[config.mk]
export PLATFORM = sky130hd
export DESIGN_NAME = mem_burst_adapter
export DESIGN_NICKNAME = d
export VERILOG_FILES = /design/src/rtl/mem_bus_pkg.sv /design/src/rtl/line_beat_buffer.sv /design/src/rtl/mem_burst_adapter.sv
export SDC_FILE = /design/constraint.sdc
export NUM_CORES = 2
export LEC_CHECK = 0
export BUFFER_PORTS_ARGS = -buffer_cell sky130_fd_sc_hd__buf_2
export CORE_AREA = 2 2 475 477
export DETAILED_ROUTE_END_ITERATION = 8
export DIE_AREA = 0 0 477 479
export SLEW_MARGIN = 20
export SYNTH_ARGS = -nofsm -noshare
export SYNTH_HDL_FRONTEND = slang
export SYNTH_HIERARCHICAL = 1
export SYNTH_SLANG_ARGS = --single-unit
[constraint.sdc]
create_clock -name clk -period 2.31 [get_ports clk]
set_input_delay 0.231 -clock clk [delete_from_list [all_inputs] [get_ports clk]]
set_output_delay 0.231 -clock clk [all_outputs]
set_load 0.05 [all_outputs]
[src/rtl/mem_bus_pkg.sv]
// Shared widths, FSM state encoding and address helper for the line-to-burst adapter.
// Latency: none (declarations only).
// Backpressure: not applicable.
package mem_bus_pkg;

   localparam int LINE_BITS = 512;
   localparam int BEAT_BITS = 64;
   localparam int BEATS     = LINE_BITS / BEAT_BITS;
   localparam int CNT_BITS  = $clog2(BEATS);
   localparam int OFS_BITS  = $clog2(LINE_BITS / 8);

   typedef enum logic [2:0] {
      IDLE,
      CMD,
      WDATA,
      RDATA,
      DONE
   } state_e;

   // Clears the byte offset inside a line so the bus only ever sees line addresses.
   function automatic logic [31:0] line_align(input logic [31:0] addr);
      return {addr[31:OFS_BITS], {OFS_BITS{1'b0}}};
   endfunction

endpackage

[src/rtl/line_beat_buffer.sv]
// Line register viewed as BEATS beats, with a beat counter selecting the active beat.
// Latency: load/beat writes land on the next clock; the beat read mux is combinational.
// Backpressure: none; the caller only strobes beat_wr/beat_adv on accepted beats.
module line_beat_buffer
   import mem_bus_pkg::*;
(
   input  logic                 clk,
   input  logic                 reset_n,
   input  logic                 load_en,
   input  logic [LINE_BITS-1:0] load_line,
   input  logic                 cnt_clr,
   input  logic                 beat_wr,
   input  logic [BEAT_BITS-1:0] beat_wdat,
   input  logic                 beat_adv,
   output logic [BEAT_BITS-1:0] beat_rdat,
   output logic [LINE_BITS-1:0] line,
   output logic [CNT_BITS-1:0]  cnt
);

   logic [BEATS-1:0][BEAT_BITS-1:0] line_q, line_d;
   logic [CNT_BITS-1:0]             cnt_q, cnt_d;

   // Next line contents and beat pointer; a beat write also advances the pointer.
   always_comb begin
      line_d = line_q;
      cnt_d  = cnt_q;
      if (load_en) begin
         line_d = load_line;
      end
      if (beat_wr) begin
         line_d[cnt_q] = beat_wdat;
      end
      if (cnt_clr) begin
         cnt_d = '0;
      end else if (beat_wr || beat_adv) begin
         cnt_d = cnt_q + CNT_BITS'(1);
      end
   end

   // Line and counter state, cleared by reset.
   always_ff @(posedge clk or negedge reset_n) begin
      if (!reset_n) begin
         line_q <= '0;
         cnt_q  <= '0;
      end else begin
         line_q <= line_d;
         cnt_q  <= cnt_d;
      end
   end

   assign beat_rdat = line_q[cnt_q];
   assign line      = line_q;
   assign cnt       = cnt_q;

endmodule

[src/rtl/mem_burst_adapter.sv]
// Turns one cache line request into a bus command plus BEATS data beats, reassembling reads.
// Latency: 11 cycles enable-to-mem_ready with an always-ready bus (IDLE, CMD, 8 beats, DONE).
// Backpressure: cmd/wdata stall on ready low, reads accept rvalid always; a watchdog aborts stalls.
module mem_burst_adapter
   import mem_bus_pkg::*;
#(
   parameter int TIMEOUT_CYCLES = 1024
)(
   input  logic                 clk,
   input  logic                 reset_n,
   input  logic [31:0]          mem_address,
   input  logic [LINE_BITS-1:0] mem_write_data,
   input  logic                 mem_read_enable,
   input  logic                 mem_write_enable,
   output logic [LINE_BITS-1:0] mem_read_data,
   output logic                 mem_ready,
   output logic                 mem_error,
   output logic                 bus_cmd_valid,
   input  logic                 bus_cmd_ready,
   output logic                 bus_cmd_write,
   output logic [31:0]          bus_cmd_addr,
   output logic [BEAT_BITS-1:0] bus_wdata,
   output logic                 bus_wvalid,
   input  logic                 bus_wready,
   input  logic [BEAT_BITS-1:0] bus_rdata,
   input  logic                 bus_rvalid
);

   localparam int                  WD_BITS   = $clog2(TIMEOUT_CYCLES);
   localparam logic [WD_BITS-1:0]  WD_LAST   = WD_BITS'(TIMEOUT_CYCLES - 1);
   localparam logic [CNT_BITS-1:0] LAST_BEAT = CNT_BITS'(BEATS - 1);

   state_e               state_q, state_d;
   logic [31:0]          addr_q, addr_d;
   logic                 is_write_q, is_write_d;
   logic                 err_q, err_d;
   logic                 skip_q, skip_d;
   logic [WD_BITS-1:0]   wd_q, wd_d;
   logic [LINE_BITS-1:0] rd_line_q, rd_line_d;

   logic                 buf_load, buf_clr, buf_wr, buf_adv;
   logic [BEAT_BITS-1:0] buf_beat;
   logic [LINE_BITS-1:0] buf_line;
   logic [CNT_BITS-1:0]  buf_cnt;

   line_beat_buffer u_buf (
      .clk       (clk),
      .reset_n   (reset_n),
      .load_en   (buf_load),
      .load_line (mem_write_data),
      .cnt_clr   (buf_clr),
      .beat_wr   (buf_wr),
      .beat_wdat (bus_rdata),
      .beat_adv  (buf_adv),
      .beat_rdat (buf_beat),
      .line      (buf_line),
      .cnt       (buf_cnt)
   );

   // FSM next state, handshakes, watchdog and all outputs; defaults keep outputs low.
   always_comb begin
      state_d       = state_q;
      addr_d        = addr_q;
      is_write_d    = is_write_q;
      err_d         = err_q;
      wd_d          = wd_q;
      rd_line_d     = rd_line_q;
      skip_d        = (state_q == DONE);
      buf_load      = 1'b0;
      buf_clr       = 1'b0;
      buf_wr        = 1'b0;
      buf_adv       = 1'b0;
      bus_cmd_valid = 1'b0;
      bus_cmd_write = 1'b0;
      bus_cmd_addr  = '0;
      bus_wvalid    = 1'b0;
      bus_wdata     = '0;
      mem_ready     = 1'b0;
      mem_error     = 1'b0;
      mem_read_data = rd_line_q;
      unique case (state_q)
         IDLE: begin
            // The cycle right after DONE is skipped so a lingering enable is not re-issued.
            if (!skip_q && (mem_write_enable || mem_read_enable)) begin
               addr_d     = line_align(mem_address);
               is_write_d = mem_write_enable;
               buf_load   = mem_write_enable;
               err_d      = 1'b0;
               wd_d       = '0;
               state_d    = CMD;
            end
         end
         CMD: begin
            bus_cmd_valid = 1'b1;
            bus_cmd_write = is_write_q;
            bus_cmd_addr  = addr_q;
            if (bus_cmd_ready) begin
               wd_d    = '0;
               buf_clr = 1'b1;
               state_d = is_write_q ? WDATA : RDATA;
            end else if (wd_q == WD_LAST) begin
               err_d   = 1'b1;
               state_d = DONE;
            end else begin
               wd_d = wd_q + WD_BITS'(1);
            end
         end
         WDATA: begin
            bus_wvalid = 1'b1;
            bus_wdata  = buf_beat;
            if (bus_wready) begin
               wd_d    = '0;
               buf_adv = 1'b1;
               if (buf_cnt == LAST_BEAT) begin
                  state_d = DONE;
               end
            end else if (wd_q == WD_LAST) begin
               err_d   = 1'b1;
               buf_clr = 1'b1;
               state_d = DONE;
            end else begin
               wd_d = wd_q + WD_BITS'(1);
            end
         end
         RDATA: begin
            if (bus_rvalid) begin
               wd_d   = '0;
               buf_wr = 1'b1;
               if (buf_cnt == LAST_BEAT) begin
                  state_d = DONE;
               end
            end else if (wd_q == WD_LAST) begin
               err_d   = 1'b1;
               buf_clr = 1'b1;
               state_d = DONE;
            end else begin
               wd_d = wd_q + WD_BITS'(1);
            end
         end
         DONE: begin
            mem_ready = 1'b1;
            mem_error = err_q;
            // Only reads (complete or aborted) replace the held line; writes leave it alone.
            if (!is_write_q) begin
               mem_read_data = buf_line;
               rd_line_d     = buf_line;
            end
            err_d   = 1'b0;
            state_d = IDLE;
         end
         default: begin
            state_d = IDLE;
         end
      endcase
   end

   // Control and held read-line registers; reset drops any transaction in flight.
   always_ff @(posedge clk or negedge reset_n) begin
      if (!reset_n) begin
         state_q    <= IDLE;
         addr_q     <= '0;
         is_write_q <= 1'b0;
         err_q      <= 1'b0;
         skip_q     <= 1'b0;
         wd_q       <= '0;
         rd_line_q  <= '0;
      end else begin
         state_q    <= state_d;
         addr_q     <= addr_d;
         is_write_q <= is_write_d;
         err_q      <= err_d;
         skip_q     <= skip_d;
         wd_q       <= wd_d;
         rd_line_q  <= rd_line_d;
      end
   end

endmodule

==> results.tsv <==
metric	value	unit
status	complete, but fails checks	
failed_checks	negative setup slack	
grt_pass1_vias	45400	
switching_share	0.422	
layout_commonest_cell	dfrtp_1	
hold_end	is_write_q	
vias	45400	
syn_avg_cell_area	12.0	sq um
worstReg2RegEnd	u_buf/line[30]	
dr.pass1.iters	7	
design_area	0.0828	sq mm
cp_common_cell	buf_16	
hp-class	input pin to flip-flop	
layout.nets	6845	
track_usage	0.220	
cp.arrival	2960	ps
synth_adder_area_share	0.000508	
antenna_found_initial	82	
p_comb_frac	0.509	
vdd_drop_max	0.00113	V
tritoncts	yes	
drt_iter0_drc	4589	
ys.flop_type	dfrtp_1	
route.detailed.drc	0	
reg2reg_setup_slack	-300	ps
grt_pass1_wl	359	mm
die_x	477	microns
cts_root_buf	clkbuf_16	
min-delay-start	mem_read_enable	
critPathLaunchType	flip-flop	
setup_tns	-438530	ps
clkPwrFrac	0.191	
fmax	0.313	GHz
synth_seq_cells	1069	
syn_to_final_growth	68.0	%
critPathBufInv	6	
synth_xor_area_frac	0.000355	
slowest_stage	dfrtp_4	
rsz0062_at_grt	yes	
path_clk_slew	60	ps
synthMuxAreaShare	0.278	
synth_cells	4098	
wl_per_cell	29.5	microns
synth_top_family_by_area	multiplexers	
yosysTopAreaCell	dfrtp_1	
worst_pin_slew	771	ps
setup_viol	757	
timing.rr.start	state_q[1]	
crit_required	2080	ps
final_max_slew_viol_count	0	
postRouteAntennaNets	0	
routed_wl	276	mm
viasPerCell	4.86	
synth_area_leaders	dfrtp_1 (54%), mux2_2 (16%), mux2i_1 (10%)	
synthArstFlopShare	1.00	
cap_violations	0	
portBuffers	1215	
slew_headroom	0.486	
synth_edf_count	0	
finalCritPeriodShare	1.38	
start_util	0.220	
p_leak	36.6	nW
cts.sinks	1069	
yosys_warnings	6	
cp_cell_sequence	buf_16 > buf_12 > buf_6 > buf_16 > buf_4 > a22oi_2 > o211ai_1 > and2_4 > buf_8	
p_int	61.6	mW
cp_max_fo	9	
place.gp.congestion	0.938	
end_kind	output port	
hold_depth	4	
core_area	0.224	sq mm
r2r_cells	7	
overflow	0	
finalHoldViolCount	0	
power_density	1290	mW/mm^2
ys_types	54	
dieArea	0.228	sq mm
path_class	flip-flop to output port	
dpl_cell_area	0.0610	sq mm
grt_max_degree	115	
htree_num_levels	3	
synth_top_area_frac	0.543	
yosys.area_share.simple	0.0619	
ys_seq_area_frac	0.543	
crit_path_max_incr_delay	560	ps
syn_area	0.0493	sq mm
setup_ws	-885	ps
drive_gt1_frac	0.445	
dp_hpwl	187	mm
cpLargestDelayFamily	buffers and inverters	
power	107	mW
synth_compound_area_frac	0.0793	
die_h	479	microns
cts_buffer_depth	3	
io_pins	1228	
power_frac_seq	0.300	
fin_crit	3200	ps
worst_clock_skew	45.2	ps
p_switching	45.0	mW
layout_common_cells	dfrtp_1 (1066), buf_2 (658), dlygate4sd3_1 (611)	
num_rows	174	
cts_buffers	120	
clk_latency	790	ps
-- cells by family (layout without fill, tap and decap cells) --
family	after synthesis	count (layout)
flip-flops	1069	1069
buffers and inverters	380	2603
AO/OA/AOI/OAI	698	698
multiplexers	1244	1244
AND/OR/NAND/NOR	702	702
other	1	40
adder cells (fa/ha/maj)	2	2
XOR/XNOR	2	2
-- registers in the layout (all words and copies together) (netlist names) --
| register | flops |
|---|---|
| wd_q | 10 |
| state_q | 3 |
| addr_q | 26 |
| rd_line_q | 512 |
| u_buf/cnt | 3 |
| u_buf/line | 512 |
| skip_q | 1 |
| err_q | 1 |
| is_write_q | 1 |
-- routing by layer --
metal	vias to the layer above	part of all wire	global-route usage
li1	18800	-	-
met1	22700	0.37	0.262
met2	3020	0.46	0.361
met3	859	0.089	0.0544
met4	34	0.077	0.125
met5	-	0.00080	0
-- synth_stat cells (5+ instances only) --
cell type and instances:
o211ai_1 30, buf_4 15, mux4_2 31, inv_1 6
and2_1 95, clkbuf_1 89, mux2_2 698, nor2_1 265
o21ai_0 277, a22oi_1 79, a222oi_1 18, nor2b_1 5
buf_1 16, o21ai_1 6, clkbuf_2 6, o31ai_1 6
a21oi_1 270, nand3_1 7, buf_2 244, nand2_1 294
mux2i_1 515, dfrtp_1 1069
-- stage by stage --
stage	util	instances	hold WS, ps	setup slack, ps
after floorplan	-	4103	-64.6	73.3
after global placement	0.273	8212	187	-221
after detailed placement	0.273	8212	186	-194
after CTS	0.343	9193	46.5	-961
after global routing	0.370	9333	95.3	-1050
final	0.370	9352	126	-885
-- power by group through the flow --
stage / sequential (mW) / clock [mW] / combinational [mW]
after floorplan: 28.4 / 0 / 27.1
after global placement: 31.3 / 0 / 40.7
after detailed placement: 31.5 / 0 / 41.1
after CTS: 31.3 / 20.6 / 47.7
after global routing: 32.5 / 21.4 / 56.1
final: 32.0 / 20.4 / 54.2
-- area by class of cell --
type | count | area (sq um)
diodes | 34 | 85.1
clock inverters | 45 | 604
multi-input cells | 2654 | 23000
clock buffers | 175 | 3500
flip-flops and latches | 1069 | 26800
fillers | 20900 | 141000
well taps | 2992 | 3740
repair buffers | 2377 | 25000
inverters | 6 | 22.5
-- repair_timing --
action / CTS / global route
cloned: 43 / 30
gates resized for setup: 960 / 1681
buffers inserted: 115 / 126
setup endpoints to repair: 680 / 969
endpoints found under the hold margin: 1175 / 0
hold buffers: 611 / 0
pin swaps: 35 / 48
-- worst register-to-register path, cell delays in order (launching register included) --
cell and delay [ps]:
dfrtp_1 410, buf_4 150, nor4_1 420, and2_4 350, buf_12 220, buf_12 340, mux2i_1 380, o21ai_0 200
-- worst max-delay path by stage --
| stage | start | end | slack [ps] | depth (start not counted) |
|---|---|---|---|---|
| 6_report | u_buf/cnt[0] | bus_wdata[62] | -890 | 9 |
| 3_5_place_dp | u_buf/cnt[2] | bus_wdata[13] | -190 | 6 |
| 3_3_place_gp | u_buf/cnt[2] | bus_wdata[13] | -220 | 7 |
| 2_1_floorplan | state_q[2] | bus_wdata[54] | 70 | 5 |
| 5_1_grt | u_buf/cnt[2] | bus_wdata[13] | -1050 | 7 |
| 4_1_cts | u_buf/cnt[0] | bus_wdata[49] | -960 | 8 |
Power figures use the tool's default switching activity.
